### src/rtl/hazard_scoreboard.sv
// rtl/hazard_scoreboard.sv - ID-stage hazard scoreboard driving PC, IF/ID and ID/EX stall/flush
// Optional stall-cycle perf counters are built when HAZ_PERF_CNT_EN is defined.
module hazard_scoreboard #(
    parameter int REG_W    = 4,
    parameter int WB_DIST  = 2,
    parameter int FLAG_LAT = 1
) (
    input  logic             clk,
    input  logic             rst,
    input  logic             pipe_hold,
    input  logic             id_valid,
    input  logic [REG_W-1:0] id_rs,
    input  logic [REG_W-1:0] id_rt,
    input  logic             id_rs_used,
    input  logic             id_rt_used,
    input  logic [REG_W-1:0] id_rd,
    input  logic             id_reg_write,
    input  logic             id_mem_read,
    input  logic             id_mem_write,
    input  logic             id_flag_en,
    input  logic             id_branch,
    input  logic             id_br,
    input  logic             id_hlt,
    input  logic             update_pc,
    output logic             pc_stall,
    output logic             if_id_stall,
    output logic             id_flush,
    output logic             if_flush,
    output logic [31:0]      perf_lu_cnt,
    output logic [31:0]      perf_br_cnt
);

    localparam int NREG = 2 ** REG_W;
    localparam int CW   = $clog2(WB_DIST + 1);
    localparam int FW   = $clog2(FLAG_LAT + 1);
    localparam logic [CW-1:0] WB_INIT = CW'(WB_DIST);
    localparam logic [CW-1:0] CNT_ONE = CW'(1);
    localparam logic [FW-1:0] FL_INIT = FW'(FLAG_LAT);
    localparam logic [FW-1:0] FL_ONE  = FW'(1);

    logic [NREG-1:0][CW-1:0] cnt;
    logic [NREG-1:0]         ld;
    logic [FW-1:0]           flag_cnt;

    logic rs_lu;
    logic rt_lu;
    logic lu_haz;
    logic fl_haz;
    logic br_haz;
    logic hazard;
    logic issue;

    // A load is in EX exactly when its counter still holds the freshly loaded value.
    always_comb begin
        rs_lu  = id_rs_used && (id_rs != '0) && ld[id_rs] && (cnt[id_rs] == WB_INIT);
        rt_lu  = id_rt_used && !id_mem_write && (id_rt != '0) && ld[id_rt] &&
                 (cnt[id_rt] == WB_INIT);
        lu_haz = id_valid && (rs_lu || rt_lu);
        fl_haz = id_valid && id_branch && (flag_cnt != '0);
        br_haz = id_valid && id_branch && id_br && (id_rs != '0) && (cnt[id_rs] != '0);
        hazard = lu_haz || fl_haz || br_haz;
    end

    always_comb begin
        pc_stall    = 1'b0;
        if_id_stall = 1'b0;
        id_flush    = 1'b0;
        if_flush    = 1'b0;
        if (pipe_hold) begin
            pc_stall    = 1'b1;
            if_id_stall = 1'b1;
        end else begin
            if_id_stall = id_hlt || hazard;
            pc_stall    = id_hlt || hazard;
            id_flush    = hazard;
            if_flush    = update_pc && !(id_hlt || hazard);
        end
    end

    assign issue = id_valid && !if_id_stall && !pipe_hold;

    // A new writer reloads its register's counter in place of the decrement.
    always_ff @(posedge clk) begin
        if (rst) begin
            cnt      <= '0;
            ld       <= '0;
            flag_cnt <= '0;
        end else if (!pipe_hold) begin
            for (int r = 0; r < NREG; r++) begin
                if (issue && id_reg_write && (id_rd != '0) && (id_rd == REG_W'(r))) begin
                    cnt[r] <= WB_INIT;
                    ld[r]  <= id_mem_read;
                end else if (cnt[r] != '0) begin
                    cnt[r] <= cnt[r] - CNT_ONE;
                    if (cnt[r] == CNT_ONE) begin
                        ld[r] <= 1'b0;
                    end
                end
            end
            if (issue && id_flag_en) begin
                flag_cnt <= FL_INIT;
            end else if (flag_cnt != '0) begin
                flag_cnt <= flag_cnt - FL_ONE;
            end
        end
    end

`ifdef HAZ_PERF_CNT_EN
    logic [31:0] lu_q;
    logic [31:0] br_q;

    always_ff @(posedge clk) begin
        if (rst) begin
            lu_q <= '0;
            br_q <= '0;
        end else begin
            if (lu_haz && !pipe_hold && (lu_q != '1)) begin
                lu_q <= lu_q + 32'd1;
            end
            if ((fl_haz || br_haz) && !pipe_hold && (br_q != '1)) begin
                br_q <= br_q + 32'd1;
            end
        end
    end

    assign perf_lu_cnt = lu_q;
    assign perf_br_cnt = br_q;
`else
    assign perf_lu_cnt = 32'h0;
    assign perf_br_cnt = 32'h0;
`endif

endmodule

### config.mk
export PLATFORM = sky130hd
export DESIGN_NAME = hazard_scoreboard
export DESIGN_NICKNAME = d
export VERILOG_FILES = /design/src/rtl/hazard_scoreboard.sv
export SDC_FILE = /design/constraint.sdc
export NUM_CORES = 1
export LEC_CHECK = 0
export ABC_AREA = 1
export BUFFER_PORTS_ARGS = -buffer_cell sky130_fd_sc_hd__buf_2
export CAP_MARGIN = 40
export CORE_MARGIN = 5
export CORE_UTILIZATION = 50
export CTS_BUF_LIST = sky130_fd_sc_hd__clkbuf_8
export CTS_CLUSTER_SIZE = 24
export DETAILED_ROUTE_END_ITERATION = 12
export GPL_TIMING_DRIVEN = 0
export PLACE_DENSITY = 0.74
export SETUP_SLACK_MARGIN = 0.15
export SKIP_LAST_GASP = 1
export SYNTH_ARGS = -nofsm -noshare
export SYNTH_HDL_FRONTEND = slang
export SYNTH_SLANG_ARGS = --single-unit
### constraint.sdc
create_clock -name clk -period 5.2 [get_ports clk]
set_input_delay 0.78 -clock clk [delete_from_list [all_inputs] [get_ports clk]]
set_output_delay 0.78 -clock clk [all_outputs]
set_load 0.02 [all_outputs]
==> Yosys cells after proc, flatten, opt, wreduce, memory -nomap -nowiden <==
Cells that the tools add are included.
{ "word_totals": {"reg_bits": 49, "in_bits": 26, "out_inout_bits": 68, "word_cells": 307} }
{ "classes": {"add_sub_neg": 17, "order_cmp": 2, "eq_ne": 33, "muxes": 93, "bitwise_logic": 1, "reduce_logical": 128} }
{ "op_table": {"columns": ["cell", "count"], "rows": [
  ["$reduce_bool 2->1", 49],
  ["$mux 2", 34],
  ["$mux 1", 55],
  ["$reduce_and 3->1", 16],
  ["$logic_and 1x1->1", 35],
  ["$eq 2x1->1 const B", 16],
  ["$eq 4x4->1 const B", 8],
  ["$reduce_and 2->1", 16],
  ["$sub 2x1->2 const B", 16],
  ["$bmux 2 s4", 2],
  ["$eq 4x3->1 const B", 4],
  ["$reduce_bool 4->1", 3],
  ["$lt 4x5->1 const B", 2],
  ["$bmux 1 s4", 2],
  ["$eq 4x2->1 const B", 2],
  ["$eq 2x2->1 const B", 2],
  ["$eq 4x1->1 const B", 1],
  ["$logic_not 1->1", 4],
  ["$logic_not 4->1", 1],
  ["$logic_or 1x1->1", 4],
  ["$not 1->1", 1],
  ["$sub 1x1->1 const B", 1]
]} }

==> Longest topological paths before layout <==
{ "depth": {"ltp_word": 19, "mapped_depth": 19, "depth_no_buf": 17} }

==> Worst setup path before layout <==
No wires, ideal clock.
{ "synth_timing": {"kind": "input-to-output", "start": "input id_rs[2]", "end": "output if_flush", "arrival_ps": 2250, "required_ps": 4420, "setup_slack_ps": 2170, "path_stages": 14, "n_path_buf": 1, "path_cell_list": "buf_2 nor2_4 nand3_1 nand2_1 nor2_1 nand2_1 nand2_1 nor2_1 nor2_1 nor2_2 o21ai_0 inv_1 nand2_1 nor2_1"} }
{ "synth_between": {"elab_chain_len": 12, "elab_cells_between_ends": 20, "cone_classes": "1 x eq/ne; 5 x mux; 14 x reduce/logical"} }
{ "synth_rtl": {"columns": ["element", "line", "text"], "rows": [
  ["from (decl)", "12", "input logic [REG_W-1:0] id_rs,"],
  ["$bmux 2 s4, or another cell as far along", "55, 60", null],
  ["$mux 2 (implied by the code), or another cell as far along", "55, 60", null],
  ["$eq 2x2->1 or $logic_and 1x1->1 (tied branches)", "55", "rs_lu = id_rs_used && (id_rs != '0) && ld[id_rs] && (cnt[id_rs] == WB_INIT);"],
  ["$logic_and 1x1->1", "55", null],
  ["$logic_or 1x1->1", "58", "lu_haz = id_valid && (rs_lu || rt_lu);"],
  ["$logic_and 1x1->1", "58", null],
  ["$logic_or 1x1->1", "61", "hazard = lu_haz || fl_haz || br_haz;"],
  ["$logic_or 1x1->1 *", "61", null],
  ["$logic_or 1x1->1 *", "76", "if_flush = update_pc && !(id_hlt || hazard);"],
  ["$logic_not 1->1 *", "76", null],
  ["$logic_and 1x1->1 *", "76", null],
  ["$mux 1 *", "69", "if (pipe_hold) begin"],
  ["to (decl)", "28", "output logic if_flush,"]
]} }
Mark *: on every way between the ends. The rest lies on a longest branch, timed or not. The select of a mux whose other input is x is not followed.

==> Worst setup path in the final report <==
{ "layout_timing": {"start": "input id_rs[0]", "end": "output pc_stall"} }
{ "layout_between": {"elab_chain_len": 10, "elab_cells_between_ends": 18, "cone_classes": "1 x eq/ne; 5 x mux; 12 x reduce/logical"} }
{ "layout_rtl": {"columns": ["element", "line", "text"], "rows": [
  ["$bmux 2 s4, or another cell as far along", "55, 60", null],
  ["$mux 2 (implied by the code), or another cell as far along", "55, 60", null],
  ["$eq 2x2->1 or $logic_and 1x1->1 (tied branches)", "55", null],
  ["$logic_and 1x1->1", "55", null],
  ["$logic_or 1x1->1", "58", null],
  ["$logic_and 1x1->1", "58", null],
  ["$logic_or 1x1->1", "61", null],
  ["$logic_or 1x1->1 *", "61", null],
  ["$logic_or 1x1->1 *", "74", "pc_stall = id_hlt || hazard;"],
  ["$mux 1 *", "69", null],
  ["to (decl)", "25", "output logic pc_stall,"]
]} }
Marks and branches as above.

==> impl_metrics.tcl <==
set metrics [dict create \
    coreArea_um2 8680 \
    cap_violations 0 \
    pin_count 94 \
    worstMarginPinSlew_ns 0.751 \
    avgRoutedWirePerCell_um 14.4 \
    cp-start-kind "primary input" \
    period_minus_slack_ns 3.30 \
    netSwitchingPower_w 0.000409 \
    hp-class "reg -> reg" \
    grt_pass1_vias 4452 \
    dr_wl_met2_um 6210 \
    drt_iter0_drc 376 \
    drt.antenna.violating_nets 0 \
    leakagePower_nw 2.50 \
    port_buffers 26 \
    num_antenna_cells 0 \
    numCtsBuffers 5 \
    hold-worst-slack_ns 0.467 \
    status "complete, but fails checks" \
    place_hpwl_um 10300 \
    ys_seq_elements 49 \
    vias_per_cell 5.08 \
    syn_to_final_growth_pct 13.3 \
    synthFlopType "dfxtp_1" \
    track_usage_pct 23.7 \
    synth_edf_count 0 \
    clkLatencyLatePin_ns 0.32 \
    clkPwrFrac_pct 24.2 \
    cts_setup_buffers 0 \
    fmax_mhz 303 \
    finClkSkew_ns 0.00604 \
    ys_async_sr_fraction_pct 0 \
    synth_common_cells "nand2_1, inv_1, buf_4" \
    worst_setup_path_end_kind "output pin" \
    relSlewSlack_pct 49.9 \
    cp.arrival_ns 2.52 \
    p_per_area_nw_per_um2 208 \
    drive_above_1_share_pct 16.9 \
    ir_worst_vdd_v 0.000126 \
    grt_max_degree 15 \
    setup_viol 0 \
    worstPathRequired_ns 4.42 \
    yosysMostFrequentCell "nand2_1" \
    routed_wl_um 13300 \
    wl_met1_um 5560 \
    place_area_um2 4940 \
    synth_top_cell_area_share_pct 22.1 \
    violations "design-rule violations" \
    ys_warn_count 0 \
    rows 34 \
    highest_layer "met4" \
    hold_viol 0 \
    dieArea_um2 10900 \
    cts_resized 0 \
    cts_tree "done" \
    drv_slew 0 \
    cts.sinks 49 \
    fin_util_pct 58.0 \
    wl_met3_um 1140 \
    worstPathMaxFanout 10 \
    crit_type "in -> out" \
    cts_max_level 2 \
    syn_avg_cell_area_um2 6.19 \
    intPower_w 0.000639 \
    final_cell_area_um2 5030 \
    p_sw_share_pct 39.0 \
    synth_cells 717 \
    placed_cells 914 \
    clock_path_buffers 2 \
    initial_core_util_pct 51.2 \
    drc 1 \
    cts.clk_slew.worst_paths_ns 0.10 \
    die_height_um 104 \
    cts_root_buffer "clkbuf_8" \
    overflow 0 \
    vias 4678 \
    globalplace.congestion 1.01 \
    p_comb_share_pct 35.5 \
    yosys-top-cells-area "dfxtp_1, nand2_1, buf_4" \
    hold_buffers 0 \
    die_w_um 104 \
    reg2reg_slack_ns 2.86 \
    synth_top_area_cell "dfxtp_1" \
    fin_tns_setup_ns 0 \
    fin_crit_sh_pct 63.4 \
    synth_area_um2 4440 \
    seq_area_frac_synth_pct 22.1 \
    seqPwrFrac_pct 40.3 \
    final_nets 871 \
    synthDistinctLibCells 30 \
    stdcell_count 921 \
    grt_pass1_wl_um 21300 \
    grt_setup_unrepaired "false" \
    antenna_found_initial 0 \
    dr.pass1.iters 10 \
]
## routing by layer
| layer | up-vias | track usage [%] |
|---|---|---|
| met4 | 0 | 8.42 |
| met2 | 223 | 40.7 |
| li1 | 2321 | - |
| met5 | - | 0 |
| met1 | 2097 | 29.5 |
| met3 | 37 | 4.66 |
## final timing paths
| check | startpoint | to | cells after the start |
|---|---|---|---|
| setup reg to reg | cnt[15]$_SDFFE_PP0P_ | ld[1]$_SDFFE_PP0P_ | 17 |
| hold reg to reg | ld[15]$_SDFFE_PP0P_ | ld[15]$_SDFFE_PP0P_ | 2 |
| hold / removal | ld[15]$_SDFFE_PP0P_ | ld[15]$_SDFFE_PP0P_ | 2 |
| setup / recovery | id_rs[0] | pc_stall | 16 |
## layout make-up
cell class              instances  area [um^2]
multi-input cells             551         2720
repair buffers                 26          130
well taps                     108          135
fillers                       907         3650
clock inverters                 1         7.51
inverters                      90          340
flip-flops and latches         49          981
clock buffers                   6         82.6
plain buffers                  90          638
## cells in the final DEF (no fill, tap or decap), types with 2 or more instances in the layout
| cell | instances |
|---|---|
| buf_6 | 4 |
| inv_1 | 86 |
| nand3_1 | 70 |
| clkbuf_8 | 6 |
| nor2_4 | 2 |
| ha_1 | 32 |
| buf_4 | 71 |
| nand2_4 | 4 |
| conb_1 | 64 |
| inv_2 | 2 |
| dfxtp_1 | 49 |
| nand3b_1 | 2 |
| nand2_2 | 10 |
| a21oi_1 | 47 |
| nor2_1 | 52 |
| o21ai_0 | 19 |
| nand2_1 | 212 |
| or2_2 | 3 |
| buf_2 | 29 |
| clkbuf_1 | 12 |
| nand4_1 | 26 |
## cell families after synthesis
| kind of cell | share of synthesized area [%] |
|---|---|
| AND/OR/NAND/NOR | 38.6 |
| other | 0.0845 |
| adder cells (fa/ha/maj) | 9.02 |
| flip-flops | 22.1 |
| AO/OA/AOI/OAI | 7.98 |
| XOR/XNOR | 0.197 |
| buffers and inverters | 22.0 |
## critical path, stage by stage
cell and delay (ns):
buf_2 0.09, buf_4 0.18, buf_6 0.17, nand2_1 0.07
nand3_1 0.08, nand3_1 0.07, nand2_1 0.11, nand2_1 0.08
nor2_1 0.16, nor2_1 0.07, nor2_2 0.12, o21ai_0 0.10
inv_1 0.08, nand2_1 0.08, buf_4 0.14, buf_2 0.15
## per-stage QoR
step / power, W / setup slack (ns)
floorplan: 0.000709 / 2.17
global placement: 0.000778 / 1.94
detailed placement: 0.000795 / 1.92
CTS: 0.00104 / 1.91
global route: 0.00111 / 1.73
finish: 0.00105 / 1.90
## sequential cells by signal, indices dropped and copies added (netlist names)
name,cells
ld,16
flag_cnt,1
cnt,32
## power by group through the flow
stage               registers, W  logic, W  clock network (W)
CTS                     0.000422  0.000365           0.000256
finish                  0.000423  0.000373           0.000253
detailed placement      0.000431  0.000364                  0
global route            0.000426  0.000416           0.000271
floorplan               0.000424  0.000285                  0
global placement        0.000429  0.000349                  0
No activity file was read; power rests on OpenSTA's default activity.
